**src/rtl/info_console.sv**
```systemverilog
// Status-stream text console: buffers {attr, byte} words and renders each as two
// hex-digit character cells through a text-VRAM write port at a self-advancing cursor.
module info_console #(
  parameter int COLS       = 64,
  parameter int ROWS       = 32,
  parameter int FIFO_DEPTH = 16
) (
  input  logic                                   clk,
  input  logic                                   reset,
  input  logic [15:0]                            info,
  input  logic                                   info_e,
  output logic                                   vram_we,
  output logic [$clog2(ROWS)+$clog2(COLS)-1:0]   vram_waddr,
  output logic [15:0]                            vram_wdata,
  output logic                                   busy,
  output logic                                   overflow
);
  localparam int CW = $clog2(COLS);
  localparam int RW = $clog2(ROWS);
  localparam int AW = CW + RW;
  localparam int FW = $clog2(FIFO_DEPTH);

  typedef enum logic [1:0] {IDLE, HI, LO, CLEAR} state_t;

  function automatic logic [7:0] hex(input logic [3:0] n);
    return (n < 4'd10) ? {4'h3, n} : (8'h37 + {4'h0, n});
  endfunction

  // ---------------- input FIFO ----------------
  logic [15:0]   mem [FIFO_DEPTH];
  logic [FW-1:0] rd_ptr, wr_ptr;
  logic [FW:0]   count, count_n;
  logic          fifo_full, fifo_empty, push, pop;
  logic [15:0]   head;

  assign fifo_full  = (count == (FW+1)'(FIFO_DEPTH));
  assign fifo_empty = (count == '0);
  assign head       = mem[rd_ptr];
  // A full FIFO still accepts a push when the same cycle pops.
  assign push       = info_e && (!fifo_full || pop);

  always_comb begin
    count_n = count;
    if (push && !pop)      count_n = count + (FW+1)'(1);
    else if (!push && pop) count_n = count - (FW+1)'(1);
  end

  always_ff @(posedge clk) begin
    if (push) mem[wr_ptr] <= info;
  end

  always_ff @(posedge clk or posedge reset) begin
    if (reset) begin
      rd_ptr   <= '0;
      wr_ptr   <= '0;
      count    <= '0;
      overflow <= 1'b0;
    end else begin
      if (push) wr_ptr <= wr_ptr + FW'(1);
      if (pop)  rd_ptr <= rd_ptr + FW'(1);
      count <= count_n;
      if (info_e && !push) overflow <= 1'b1;
    end
  end

  // ---------------- render FSM ----------------
  // HI/LO name the digit presented on the write port during that state; the
  // write is registered in the cycle that decides it, so decode happens in
  // IDLE and LO and outputs stay bubble-free across back-to-back words.
  state_t        state, state_n;
  logic [AW-1:0] cur, cur_n, clr, clr_n;
  logic [15:0]   word, word_n;
  logic          we_n;
  logic [AW-1:0] addr_n;
  logic [15:0]   data_n;
  logic [RW-1:0] row;

  assign row = cur[AW-1:CW];

  always_ff @(posedge clk or posedge reset) begin
    if (reset) begin
      state      <= IDLE;
      cur        <= '0;
      clr        <= '0;
      word       <= '0;
      vram_we    <= 1'b0;
      vram_waddr <= '0;
      vram_wdata <= '0;
      busy       <= 1'b0;
    end else begin
      state      <= state_n;
      cur        <= cur_n;
      clr        <= clr_n;
      word       <= word_n;
      vram_we    <= we_n;
      vram_waddr <= addr_n;
      vram_wdata <= data_n;
      busy       <= (state_n != IDLE) || (count_n != '0);
    end
  end

  always_comb begin
    state_n = state;
    cur_n   = cur;
    clr_n   = clr;
    word_n  = word;
    we_n    = 1'b0;
    addr_n  = vram_waddr;
    data_n  = vram_wdata;
    pop     = 1'b0;
    unique case (state)
      IDLE, LO: begin
        if (!fifo_empty) begin
          pop = 1'b1;
          if (head[15:8] != 8'h00) begin
            word_n  = head;
            we_n    = 1'b1;
            addr_n  = cur;
            data_n  = {head[15:8], hex(head[7:4])};
            cur_n   = cur + AW'(1);
            state_n = HI;
          end else if (head[7:0] == 8'h0A) begin
            cur_n   = {row + RW'(1), {CW{1'b0}}};
            state_n = IDLE;
          end else if (head[7:0] == 8'h0C) begin
            we_n    = 1'b1;
            addr_n  = '0;
            data_n  = 16'h0020;
            clr_n   = AW'(1);
            state_n = CLEAR;
          end else begin
            state_n = IDLE;
          end
        end else begin
          state_n = IDLE;
        end
      end
      HI: begin
        we_n    = 1'b1;
        addr_n  = cur;
        data_n  = {word[15:8], hex(word[3:0])};
        cur_n   = cur + AW'(1);
        state_n = LO;
      end
      CLEAR: begin
        // clr wraps back to 0 once the last cell has been issued.
        if (clr == '0) begin
          cur_n   = '0;
          state_n = IDLE;
        end else begin
          we_n   = 1'b1;
          addr_n = clr;
          data_n = 16'h0020;
          clr_n  = clr + AW'(1);
        end
      end
      default: state_n = IDLE;
    endcase
  end
endmodule

```
**config.mk**
```make
export PLATFORM = sky130hd
export DESIGN_NAME = info_console
export DESIGN_NICKNAME = d
export VERILOG_FILES = /design/src/rtl/info_console.sv
export SDC_FILE = /design/constraint.sdc
export NUM_CORES = 1
export LEC_CHECK = 0
export ABC_AREA = 1
export CORE_ASPECT_RATIO = 0.8
export CORE_UTILIZATION = 56
export CTS_CLUSTER_DIAMETER = 150
export CTS_CLUSTER_SIZE = 10
export DETAILED_ROUTE_END_ITERATION = 8
export MAX_ROUTING_LAYER = met4
export PLACE_DENSITY = 0.74
export SYNTH_ARGS = -nofsm -noshare
export SYNTH_HDL_FRONTEND = slang
export SYNTH_SLANG_ARGS = --single-unit
```
**constraint.sdc**
```tcl
create_clock -name clk -period 3.4 [get_ports clk]
set_clock_uncertainty 0.15 [all_clocks]
set_input_delay 0.68 -clock clk [delete_from_list [all_inputs] [get_ports clk]]
set_output_delay 0.68 -clock clk [all_outputs]
set_load 0.05 [all_outputs]
```
==> Yosys cells after proc, flatten, opt, wreduce, memory -nomap -nowiden <==
Memories as Yosys holds them, arrays and structs flattened.
Cells that the tools add are included.
{ "totals": {"register_bits": 83, "latch_bits": 0, "ramBits": 256, "mem_bits_ro": 0, "memories": 1} }
{ "mem_list": {"columns": ["name", "depth", "word_bits", "read_ports", "rd_clocked_by_memory_dff", "wr", "line_no", "text"], "rows": [
  ["mem", 16, 16, 1, 0, 1, "30", "logic [15:0] mem [FIFO_DEPTH];"]
]} }
{ "classes": {"n_addsub": 9, "multipliers": 0, "n_div": 0, "n_lt_le_gt_ge": 2, "eq_ne": 15, "n_shift": 0, "n_mux": 43, "bitwise_logic": 1, "n_reduce_logical": 21} }
{ "ops": {"columns": ["cell", "count"], "rows": [
  ["$mux 11", 14],
  ["$mux 16", 5],
  ["$pmux 11 s3", 2],
  ["$pmux 16 s3", 1],
  ["$add 11x1->11 const B", 2],
  ["$pmux 11 s2", 1],
  ["$eq 8x4->1 const B", 2],
  ["$add 6x4->7 const A", 2],
  ["$mux 7", 2],
  ["$ne 2x2->1 const B", 6],
  ["$logic_not 11->1", 1],
  ["$add 5x1->5 const B", 2],
  ["$mux 2", 5],
  ["$mux 5", 2],
  ["$mux 1", 9],
  ["$ne 3x3->1 const B", 3],
  ["$add 4x1->4 const B", 2],
  ["$lt 4x4->1 const B", 2],
  ["$reduce_bool 8->1", 1],
  ["$pmux 2 s3", 1],
  ["$reduce_and 3->1", 2],
  ["$reduce_and 6->1", 1],
  ["$eq 5x5->1 const B", 1],
  ["$logic_not 5->1", 1],
  ["other kinds (13)", 21]
]} }

==> Depth between registers and ports, before layout <==
{ "logic_depth": {"depth_word": 11, "depth_mapped": 22, "ltp_nobuf": 18} }

==> Least setup slack after synthesis <==
Ideal clock, no wire load.
{ "synth_path": {"path_type": "reg-to-reg", "startpoint": "register rd_ptr[0]", "endpoint": "register vram_waddr[0]", "t_arrival_ns": 2.513, "required_time_ns": 3.132, "slack_ns": 0.619, "stages_incl_launch_ff": 23, "cell_sequence": "dfrtp_1 buf_6 buf_4 buf_2 buf_2 nor2_1 nor2_1 o21ai_0 o211ai_1 nand3_1 nand2_1 inv_1 ha_1 nand3_1 nor2_2 nand3_1 nand2_1 nand2_2 nand2_4 inv_4 buf_6 nand2_1 nand2_1"} }
{ "synth_via": {"elab_chain_cells": 5} }
{ "synth_rtl": {"columns": ["element", "line_no", "text"], "rows": [
  ["start: declaration", "31", "logic [FW-1:0] rd_ptr, wr_ptr;"],
  ["start signal: assignment", "60", "if (pop) rd_ptr <= rd_ptr + FW'(1);"],
  ["$mem_v2 16x16 *", null, null],
  ["$reduce_bool 8->1", "115", "if (head[15:8] != 8'h00) begin"],
  ["$mux 11", "115", null],
  ["$mux 11", "113", "if (!fifo_empty) begin"],
  ["$pmux 11 s3", "111", "unique case (state)"],
  ["end signal: assignment", "96", "vram_waddr <= addr_n;"],
  ["end: declaration", "13", "output logic [$clog2(ROWS)+$clog2(COLS)-1:0] vram_waddr,"]
]} }
Every way passes the cells marked *; elsewhere a longest branch is shown, timed or not. The select of a mux whose other input is x is not followed.
A chain may end at the register's enable or synchronous reset.

==> Final worst setup path <==
{ "layout_path": {"startpoint": "register rd_ptr[1]", "endpoint": "register vram_wdata[10]"} }
{ "layout_via": {"elab_chain_cells": 5} }
{ "layout_rtl": {"columns": ["element", "line_no", "text"], "rows": [
  ["$mem_v2 16x16 *", null, null],
  ["$reduce_bool 8->1", "115", null],
  ["$mux 16", "115", null],
  ["$mux 16", "113", null],
  ["$pmux 16 s3", "111", null],
  ["end signal: assignment", "97", "vram_wdata <= data_n;"],
  ["end: declaration", "14", "output logic [15:0] vram_wdata,"]
]} }
Marked as above.

==> metrics <==
hold crit path type=primary input to async pin; slowest CP cell=buf_4; Worst EP required=3700 ps; Root Driver=clkbuf_16; WL/cell=17.7 um; Starting DRT DRC Count=899; Cells after DPL=1935; post-synth cell types=41; Synth area leader=edfxtp_1; IO Pins=49; core area=26400 um^2; post-synthesis sequential area ratio=0.637; CTS tree=yes; post-synth net total=1588; Max Cap Viol=0; PortBufs=47; critical path peak fanout=43; asr flop ratio synth=0.234; Area Growth Syn to Fin=13.8%; die height=149 um; worst hold margin=319 ps; top cells by count, synth=nand2_1, edfxtp_1, nand3_1; # rows=53; Final period util=0.909; Tot Pwr=15.5 mW; Tmin final=3090 ps; post-synthesis register bit count=334; remaining antenna violation count=0; Mapped Cells=1554; via count=10.9k; Slew @ Worst Pin=682 ps; layout cells sized above 1=0.0778; Pleak=7.34 nW; die area=27700 um^2; Crit path arrival time=3400 ps; final setup vio count=0; initial antenna violation count=0; Num CTS Buffers=39; largest net degree at the start of global routing=66; Startpoint Class=flip-flop; top post-synthesis cells by area=edfxtp_1, nand2_1, dfrtp_1; Max Fclk=323 MHz; Yosys top cell area share=0.508; Cell Chain, Critical Path=buf_4, nor2_1, o21ai_0, nand3_1, nand3_1, nand2_1, inv_1, ha_1, nand3_1, nor2_2, nand3_1, nand2_1, nand2_2, nand2_4, buf_4, nand2_1, nand2_1; Most used DFF post-synth=edfxtp_1; CTS Hold Bufs=0; unrepaired setup endpoints after global routing=no; EDFF count, synth=256; Max-slew headroom=0.544; pwr/cell area=902 nW/um^2; Vias per Instance=5.47; Num Clock Sinks=334; GRT Residual Overflow=0; Post-Route WL=35100 um; final net count=1654; Starting Density=0.574; post-synthesis cell area=15100 um^2; Synth Warn #=0; Slew Limit Fails=0; vias in the first global route=10.2k; final non-filler cell total=1990; TritonRoute pass-1 iters=5; first-pass GRT wire length=55300 um; Residual DRC=0; latest clock arrival within the worst-skew pair=530 ps; syn_area_per_cell=9.74 um^2; Antenna diodes=0; FF-to-FF path depth=17; Crit path largest cell delay=510 ps; Worst setup EP type=flip-flop; setup TNS=0 ps; Final Wtd Congestion=0.894; status=finished, final reports clean; H-tree depth=2; DP HPWL=21900 um; Die W=186 um; critical path type=flip-flop to flip-flop; top-count cell post-synth=nand2_1; GRT Util Overall=0.271; final hold violations=0; Worst-path clk slew=60 ps; maximum root-to-sink buffer count=3; maximum VDD drop=0.528 mV
[layout make-up]
type,count,area (um^2)
Clock buffer,50,1020
Inverter,150,569
Fill cell,2059,9170
Timing Repair Buffer,96,913
Tap cell,357,447
Clock inverter,4,63.8
Multi-Input combinational cell,999,4570
Sequential cell,334,9640
[worst max-delay path: cells and delay by family (launching register included)]
kind	cells	cell delay, ps
and+or+nand+nor	12	1260
DFF	1	370
buffers and inverters	3	930
AOI/OAI and AO/OA	1	90
adders and majority gates	1	190
[final timing paths]
kind / start / to / slack [ps]
worst min-delay path: reset / vram_wdata[8] / 320
max in group asynchronous: reset / rd_ptr[0] / 2130
worst min register to register: vram_waddr[6] / vram_waddr[6] / 330
worst max-delay path: rd_ptr[1] / vram_wdata[10] / 310
min in group clk: vram_waddr[6] / vram_waddr[6] / 330
worst max register to register: rd_ptr[1] / vram_wdata[10] / 310
[flip-flops by register name (all words and copies together) (netlist names), 5 cells and up]
name	flops
clr	11
count	5
cur	11
mem	256
vram_waddr	11
vram_wdata	15
word	12
[stage by stage]
stage / worst slack (ps) / utilization / area (um^2)
final: 308 / 0.653 / 17200
after floorplan: 575 / - / 15100
after detailed placement: 221 / 0.611 / 16100
after global routing: 29.1 / 0.653 / 17200
after global placement: 254 / 0.611 / 16100
after CTS: 186 / 0.652 / 17200
[power by group]
part	internal [mW]	switching [mW]	total, mW
combinational	1.95	4.51	6.46
sequential	5.10	0.358	5.46
clock	2.09	1.53	3.62
[timing repair]
item | in CTS | in global routing
buffers inserted | 0 | 1
gates resized for setup | 0 | 1
setup endpoints to repair | 0 | 11
[routing by layer]
metal | vias up | track usage | wire (um)
li1 | 5230 | - | -
met1 | 5185 | 0.391 | 15900
met2 | 401 | 0.390 | 15300
met3 | 63 | 0.0447 | 2870
met4 | 0 | 0.0939 | 1040
met5 | - | - | 0
[cell usage in the layout, fill, tap and decap left out, types with 3 or more instances in the layout]
cell and instances:
clkinv_2 3, or2_2 3, edfxtp_1 256, o21ai_1 22, nor4_1 3, o211ai_1 17
buf_4 43, buf_12 6, o21ai_0 51, nand2_2 4, clkdlybuf4s50_1 47, xor2_1 22
inv_1 142, nor2_2 15, dfrtp_1 77, clkbuf_1 11, clkbuf_16 39, o221ai_1 3
nand2_1 525, nand4_1 11, nor2_1 105, nor3_1 5, ha_1 15, nand3_1 177
or2_1 3
[kinds of logic (layout without fill, tap and decap cells)]
family          count (synthesis)  count (layout)  synth area share
flops                         334             334             0.637
simple gates                  860             860             0.236
buf+inv                       221             300            0.0641
fa+ha+maj                      15              15            0.0124
compound gates                100             100            0.0374
xor+xnor                       23              23            0.0133
other cells                     1               1          0.000248
Note: power is estimated with default switching activity, not from simulation.
